$ cat src/rtl/vga_circle_scanner.sv
// Read side of the circle bitmap RAM: 640x480@60 VGA timing, SCALEx upscaled bitmap fetch, RGB out.
// Optional build macro FRAME_BORDER_EN paints a red one-pixel frame around the active area.
module vga_circle_scanner #(
  parameter int          WIDE     = 213,
  parameter int          HIGH     = 160,
  parameter int          SCALE    = 3,
  parameter int          READ_LAT = 1,
  parameter logic [11:0] FG_RGB   = 12'hFFF,
  parameter logic [11:0] BG_RGB   = 12'h000
) (
  input  logic        clk,
  input  logic        reset,
  input  logic        init_done,
  output logic        rd_en,
  output logic [15:0] rd_addr,
  input  logic        rd_data,
  output logic        hsync,
  output logic        vsync,
  output logic [11:0] rgb,
  output logic        frame_start
);

  typedef enum logic [0:0] {ST_WAIT = 1'b0, ST_SCAN = 1'b1} state_t;

  localparam int          SW         = (SCALE > 1) ? $clog2(SCALE) : 1;
  localparam logic [9:0]  H_LAST     = 10'd799;
  localparam logic [9:0]  V_LAST     = 10'd524;
  localparam logic [9:0]  H_ACT      = 10'd640;
  localparam logic [9:0]  V_ACT      = 10'd480;
  localparam logic [9:0]  HS_BEG     = 10'd656;
  localparam logic [9:0]  HS_END     = 10'd751;
  localparam logic [9:0]  VS_BEG     = 10'd490;
  localparam logic [9:0]  VS_END     = 10'd491;
  localparam logic [9:0]  IMG_W      = 10'(WIDE * SCALE);
  localparam logic [9:0]  IMG_H      = 10'(HIGH * SCALE);
  localparam logic [SW-1:0] SUB_LAST = SW'(SCALE - 1);
  localparam logic [15:0] WIDE16     = 16'(WIDE);

  // Pipeline stage bits: {first, border, active, in_image, vsync, hsync}
  localparam logic [5:0]  IDLE_STAGE = 6'b000011;

  state_t          state_q, state_d;
  logic [9:0]      h_q, h_d, v_q, v_d;
  logic [SW-1:0]   xsub_q, xsub_d, ysub_q, ysub_d;
  logic [15:0]     col_q, col_d, row_base_q, row_base_d;
  logic [5:0]      pipe_q [READ_LAT];
  logic [5:0]      pipe_d [READ_LAT];
  logic [5:0]      stage0_s, tail_s;
  logic            hsync_q, hsync_d, vsync_q, vsync_d, fs_q, fs_d;
  logic [11:0]     rgb_q, rgb_d;
  logic            scan_s, active_s, in_image_s, border_s;

  // State machine and divider-free pixel/bitmap address counters
  always_comb begin
    state_d    = state_q;
    h_d        = h_q;
    v_d        = v_q;
    xsub_d     = xsub_q;
    ysub_d     = ysub_q;
    col_d      = col_q;
    row_base_d = row_base_q;
    case (state_q)
      ST_WAIT: if (init_done) state_d = ST_SCAN; else state_d = ST_WAIT;
      ST_SCAN: if (!init_done) state_d = ST_WAIT; else state_d = ST_SCAN;
      default: state_d = ST_WAIT;
    endcase
    // Counters sit at zero outside SCAN so the first SCAN cycle is pixel (0,0).
    if ((state_q != ST_SCAN) || (state_d != ST_SCAN)) begin
      h_d        = 10'd0;
      v_d        = 10'd0;
      xsub_d     = '0;
      ysub_d     = '0;
      col_d      = 16'd0;
      row_base_d = 16'd0;
    end else if (h_q == H_LAST) begin
      h_d    = 10'd0;
      xsub_d = '0;
      col_d  = 16'd0;
      if (v_q == V_LAST) begin
        v_d        = 10'd0;
        ysub_d     = '0;
        row_base_d = 16'd0;
      end else begin
        v_d = v_q + 10'd1;
        if (ysub_q == SUB_LAST) begin
          ysub_d     = '0;
          row_base_d = row_base_q + WIDE16;
        end else begin
          ysub_d = ysub_q + SW'(1);
        end
      end
    end else begin
      h_d = h_q + 10'd1;
      if (xsub_q == SUB_LAST) begin
        xsub_d = '0;
        col_d  = col_q + 16'd1;
      end else begin
        xsub_d = xsub_q + SW'(1);
      end
    end
  end

  // Per-pixel attributes entering the pipeline
  always_comb begin
    scan_s     = (state_q == ST_SCAN);
    active_s   = (h_q < H_ACT) && (v_q < V_ACT);
    in_image_s = (h_q < IMG_W) && (v_q < IMG_H);
`ifdef FRAME_BORDER_EN
    border_s   = (h_q == 10'd0) || (h_q == H_ACT - 10'd1) || (v_q == 10'd0) || (v_q == V_ACT - 10'd1);
`else
    border_s   = 1'b0;
`endif
    if (scan_s) begin
      stage0_s = {(h_q == 10'd0) && (v_q == 10'd0), border_s, active_s, in_image_s,
                  !((v_q >= VS_BEG) && (v_q <= VS_END)), !((h_q >= HS_BEG) && (h_q <= HS_END))};
    end else begin
      stage0_s = IDLE_STAGE;
    end
  end

  assign rd_en   = scan_s && in_image_s;
  assign rd_addr = row_base_q + col_q;
  assign tail_s  = pipe_q[READ_LAT-1];

  // Delay line aligned with RAM latency, then the registered pixel colour
  always_comb begin
    for (int i = 0; i < READ_LAT; i++) pipe_d[i] = IDLE_STAGE;
    hsync_d = 1'b1;
    vsync_d = 1'b1;
    fs_d    = 1'b0;
    rgb_d   = 12'h000;
    // Leaving SCAN discards everything in flight.
    if (state_d == ST_SCAN) begin
      pipe_d[0] = stage0_s;
      for (int i = 1; i < READ_LAT; i++) pipe_d[i] = pipe_q[i-1];
      hsync_d = tail_s[0];
      vsync_d = tail_s[1];
      fs_d    = tail_s[5];
      if (!tail_s[3]) begin
        rgb_d = 12'h000;
      end else if (tail_s[4]) begin
        rgb_d = 12'hF00;
      end else if (!tail_s[2]) begin
        rgb_d = 12'h000;
      end else if (rd_data) begin
        rgb_d = FG_RGB;
      end else begin
        rgb_d = BG_RGB;
      end
    end else begin
      hsync_d = 1'b1;
    end
  end

  // State, counters, pipeline and output registers
  always_ff @(posedge clk or posedge reset) begin
    if (reset) begin
      state_q    <= ST_WAIT;
      h_q        <= 10'd0;
      v_q        <= 10'd0;
      xsub_q     <= '0;
      ysub_q     <= '0;
      col_q      <= 16'd0;
      row_base_q <= 16'd0;
      pipe_q     <= '{default: IDLE_STAGE};
      hsync_q    <= 1'b1;
      vsync_q    <= 1'b1;
      fs_q       <= 1'b0;
      rgb_q      <= 12'h000;
    end else begin
      state_q    <= state_d;
      h_q        <= h_d;
      v_q        <= v_d;
      xsub_q     <= xsub_d;
      ysub_q     <= ysub_d;
      col_q      <= col_d;
      row_base_q <= row_base_d;
      pipe_q     <= pipe_d;
      hsync_q    <= hsync_d;
      vsync_q    <= vsync_d;
      fs_q       <= fs_d;
      rgb_q      <= rgb_d;
    end
  end

  assign hsync       = hsync_q;
  assign vsync       = vsync_q;
  assign rgb         = rgb_q;
  assign frame_start = fs_q;

endmodule
$ cat config.mk
export PLATFORM = sky130hd
export DESIGN_NAME = vga_circle_scanner
export DESIGN_NICKNAME = d
export VERILOG_FILES = /design/src/rtl/vga_circle_scanner.sv
export SDC_FILE = /design/constraint.sdc
export NUM_CORES = 1
export LEC_CHECK = 0
export BUFFER_PORTS_ARGS = -buffer_cell sky130_fd_sc_hd__buf_2
export CAP_MARGIN = 20
export CORE_MARGIN = 4
export CORE_UTILIZATION = 45
export CTS_CLUSTER_SIZE = 40
export DETAILED_ROUTE_END_ITERATION = 8
export GPL_ROUTABILITY_DRIVEN = 1
export PLACE_DENSITY = 0.71
export RECOVER_POWER = 50
export SKIP_CTS_REPAIR_TIMING = 1
export SLEW_MARGIN = 20
export SYNTH_ARGS = -nofsm -noshare
export SYNTH_HDL_FRONTEND = slang
export SYNTH_SLANG_ARGS = --single-unit
$ cat constraint.sdc
create_clock -name clk -period 2.3 [get_ports clk]
set_input_delay 0.345 -clock clk [delete_from_list [all_inputs] [get_ports clk]]
set_output_delay 0.345 -clock clk [all_outputs]
set_load 0.05 [all_outputs]
* Yosys cells after proc, flatten, opt, wreduce, memory -nomap -nowiden *
Index checks and enable logic that the tools add are counted.

storage, ports and cells
  register bits after elaboration = 78
  input bits = 4
  logic and storage cells = 77

operators by class
  add/sub/neg operators = 7
  $lt $le $gt $ge = 7
  equality and inequality tests = 4
  mux-type cells = 30
  bitwise operators = 2
  reduce and logical (&&, ||, !) cells = 15

operators with widths
  operator               count
  $mux 16                7
  $mux 12                5
  $mux 10                5
  $add 10x1->10 const B  2
  $eq 10x10->1 const B   2
  $logic_not 10->1       2
  $lt 10x10->1 const B   2
  $add 16x1->16 const B  1
  $add 16x16->16         1
  $add 16x8->16 const B  1
  $mux 2                 7
  $mux 6                 2
  $ge 10x10->1 const B   1
  $ge 10x9->1 const B    1
  $le 10x10->1 const B   1
  $le 10x9->1 const B    1
  $lt 10x9->1 const B    1
  $logic_and 1x1->1      6
  $reduce_bool 3->1      2
  $add 2x1->2 const B    2
  $eq 2x2->1 const B     2
  $mux 1                 4
  $logic_not 1->1        2
  $not 1->1              2
  3 further kinds        3

* Logic depth before layout (Yosys ltp) *
  word-level depth = 5
  gate-level depth with buffers = 8
  mapped depth without buffers = 7

* Least setup slack after synthesis *
Ideal clock, no wire load.

  kind = register to register
  from = reg h_q[0]
  to = reg pipe_q[2] in the netlist's numbering
  setup time = 0.079 ns
  arrival time = 4.018 ns
  required time = 2.221 ns
  setup slack = -1.797 ns
  stages on the path, launching flop included = 7
  buffers on the path = 0
  clock period less this slack = 4.097 ns
  cells stage by stage = dfrtp_1 -> ha_1 -> nand3_1 -> nor2_1 -> a311o_1 -> a2111oi_0 -> and2_1

RTL lines
  element                 line  text
  start, declared         43    logic [9:0] h_q, h_d, v_q, v_d;
  start signal, assigned  159   h_q <= 10'd0;
  start signal, assigned  172   h_q <= h_d;
  end signal, assigned    178   pipe_q <= pipe_d;
  end, declared           46    logic [5:0] pipe_q [READ_LAT];

* Worst setup path after layout *
  from = reg row_base_q[0]
  to = out rd_addr[10]

between the ends
  longest elaborated chain between the ends = 1

ends and longest elaborated chain
  element                 line  text
  start, declared         45    logic [15:0] col_q, col_d, row_base_q, row_base_d;
  start signal, assigned  177   row_base_q <= row_base_d;
  $add 16x16->16          122   assign rd_addr = row_base_q + col_q;
  end, declared           15    output logic [15:0] rd_addr,

No other way between the ends.

==> summary by stage <==
Critical path
The type of origin of the critical path is a flip-flop. In this run the critical register-to-register path is captured at row_base_q[12]. By instance count, the cell type seen most on the critical path is buf_6. The signal arrival time at the worst endpoint is ~2500 ps.

The kind of cell adding the most delay to the critical path is compound AO/OA/AOI/OAI gates. The critical path is of the reg -> out type. The register-to-register path setup slack is between 200 and 250 ps.

Walking the worst path, the cells encountered are ha_2 > fa_2 > a21o_1 > a311oi_2 > buf_4 > buf_6 > o22ai_4 > a211oi_4 > buf_6. The data required time at the worst endpoint is between 1500 and 2000 ps. Among all stages on the critical path, the largest delay is contributed by dfrtp_1. The critical path contains buffers and inverters numbering 3 combined. The worst flop-to-flop path startpoint is row_base_q[1].

The largest single stage delay on the critical path is about 400 ps. The worst register-to-register path has a depth of 8. The critical-path maximum fanout is 2. The endpoint type of the worst setup path is an output pin.

Route
The average vias per placed instance is roughly 5.5. Wires add up to roughly 10000 microns. The detailed router put a total of between 4000 and 5000 microns of wire on met1. The number of iterations in the first detailed-routing pass is 5. The average wire length per cell after detail routing is 15.3 microns. The length of routed met3 wiring is around 340 microns. In the detailed route, the total length drawn on met2 is 5340 microns. The number of DRC violations after detailed-routing iteration 0 is around 150. The highest metal layer carrying signal wires in the routed design is met4. Across all layers, the routed design uses between 3000 and 4000 vias. The final antenna-violating net count is 0. The post-detailed-route DRC marker count is 0.

Floorplan
36 I/O pins were placed. For this configuration, the core starts out at a cell density of 0.466. The die covers ~11000 sq um. The horizontal extent of the die is 103 microns.

From bottom edge to top edge, the die measures about 100 microns. The core footprint is slightly below 9000 sq um. The initialized floorplan defines 34 standard-cell rows.

Placement
The placer's final routability congestion estimate is roughly 0.97. The HPWL after detailed placement is approximately 7400 microns. At the placement stage, the worst setup path has a slack of -289 ps. After detailed placement, the total cell area comes to about 5100 sq um. The number of port buffers is 35.

Synth
The number of nets handed over by synthesis was roughly 470. In this run, synthesis inferred 0 flip-flops with an integrated enable. The total standard cell area after synthesis is 4090 sq um. Yosys printed 0 warnings. In this run, synthesis produced a sequential element count of 66. The share of synthesized registers carrying an async set or reset is 1.00. The main flop type after synthesis is dfrtp_1.

A synthesized cell averages roughly 9.2 sq um. In this run, distinct cell masters in the synthesized netlist total 55. The post-synthesis cell count is about 450. Of the synthesized area, sequential elements account for 0.405.

Global route
The via count of the first global-routing pass was around 3600. The initial antenna violation count is 0. Summed over all layers, the global routing overflow is 0. Entering global routing, the biggest net connects 31 pins.

The first global-routing pass estimated about 17000 microns of wire. In the global route stage, overall resource usage came out at 0.199.

Pwr
The areal power density over the cells is around 430 nW/um^2. Power comes to roughly 0.0024 W. In this run the static leakage power is about 2.5 nW.

The peak supply drop is roughly 0.34 mV.

Hold path
The min-delay analysis places its worst path in the category in -> async.

STA
Between clock sinks in the finished design, the worst skew comes to just under 10 ps. Setup violations remaining at the end of the flow were counted as 13. The worst hold slack is approximately 170 ps. The final-report hold violation count is 0. Of the available clock period, the critical path in the final layout requires 1.25. For the pin with the worst max-slew slack, the measured transition is 866 ps. The post-layout worst setup margin is -583 ps.

The number of max-slew violations in the final report was 0. Setup repair after global routing could not meet its margin everywhere. Derived from the worst setup path, the maximum achievable clock frequency is between 300 and 400 MHz.

The headroom to the max-slew limit is 0.422. The clock period minus worst slack is approximately 2900 ps.

Clock network
The CTS tree is built. The post-CTS clock slew at the launch and capture registers of the worst setup and hold paths is 80 ps. The clock network latency to the later pin of the worst-skew pair is about 340 ps. Counting along the longest clock path gives a buffer depth of 2. In this run the number of H-tree levels came out at 3. In this run, CTS created clock tree buffers numbering 9.

For this design, the sink count on the clock tree is 66. The root buffer cell is clkbuf_8.

Final layout
The number of diodes added for antenna fixing is 0. Fill cells in the final layout number 677. Compared with the post-synthesis result, the final layout area differs by 34.8%. For this run, the share of the core covered by cells in the final layout is 0.629. The library cell used most frequently in the layout, excluding fill and tap cells, is buf_4. Leaving out fill and tap cells, the most frequent cells in the layout are 85 x buf_4, 61 x dfrtp_1, 53 x nor2_1.

At the end of the flow, the number of nets in the layout was ~580. The final cell area excluding filler cells is between 5000 and 6000 sq um. In the final layout, the share of cells above drive strength 1 is 0.327.

Run status
The checks that failed: setup timing. The flow ran to the end, but the final reports show violations.

Flow run
The count of maximum capacitance violations is 0.
## registers in the layout, indices dropped and copies added (netlist names)
register / count
hsync: 1
v_q: 10
scan_s: 1
xsub_q: 2
col_q: 16
row_base_q: 16
vsync: 1
ysub_q: 2
h_q: 10
pipe_q: 5
frame_start: 1
rgb: 1
## synth_stat cells (7+ instances only)
master    instances  area, sq um
dfrtp_1          62         1550
nor2_1           56          210
xnor2_1          28          245
nand2_1          25         93.8
xor2_1           25          219
a21oi_1          24          120
ha_1             21          263
o21ai_0          19         95.1
inv_1            16         60.1
nand3_1          16         80.1
nand4_1          16          100
nor3_1           13         65.1
buf_4            12         90.1
a21o_1           10         75.1
and3_1           10         62.6
and2_1            8         50.1
clkbuf_1          7         26.3
## per-stage QoR
stage | std cells | TNS [ps]
finish | 662 | -4350
global route | 662 | -5540
CTS | 655 | -6350
detailed placement | 639 | -1770
global placement | 639 | -1040
floorplan | 445 | -291
## worst register-to-register path: stages (launching register included)
cell,delay (ps)
dfrtp_1,450
buf_4,160
buf_4,140
ha_1,190
o21ai_0,310
a21oi_1,230
and2_1,220
nor3b_1,130
a21o_1,150
## worst max path at each step
stage	start	end	slack [ps]	depth (start not counted)
after floorplan	row_base_q[0]	rd_addr[10]	-110	6
after global placement	col_q[0]	rd_addr[12]	-210	8
after global routing	col_q[0]	rd_addr[12]	-670	8
after CTS	col_q[0]	rd_addr[13]	-670	8
after detailed placement	row_base_q[1]	rd_addr[13]	-290	7
final	row_base_q[0]	rd_addr[10]	-580	9
## where the power goes
part	switching [W]	internal, W
logic	0.0000787	0.0000322
clock network	0.000454	0.000614
registers	0.00000418	0.00117
total	0.000537	0.00181
## logic make-up (layout without fill, tap and decap cells)
family,after synthesis,after routing,share of synthesized area
simple gates,176,176,0.219
compound gates,85,85,0.137
flops,66,66,0.405
xor+xnor,53,53,0.114
buf+inv,42,151,0.0533
fa+ha+maj,22,22,0.0692
mux,1,1,0.00245
## per-layer routing
layer,global-route usage,up-vias
li1,-,1768
met1,0.240,1752
met2,0.358,87
met3,0.0355,17
met4,0.0627,0
met5,0,-
## area by class of cell
class,instances,area [sq um],share of cell area
Sequential cell,66,1660,0.301
Clock buffer,10,128,0.0232
Tap cell,108,135,0.0245
Timing Repair Buffer,119,861,0.156
Inverter,16,60.1,0.0109
Multi-Input combinational cell,337,2580,0.468
Clock inverter,6,90.1,0.0164
Note: power is estimated with default switching activity, not from simulation.
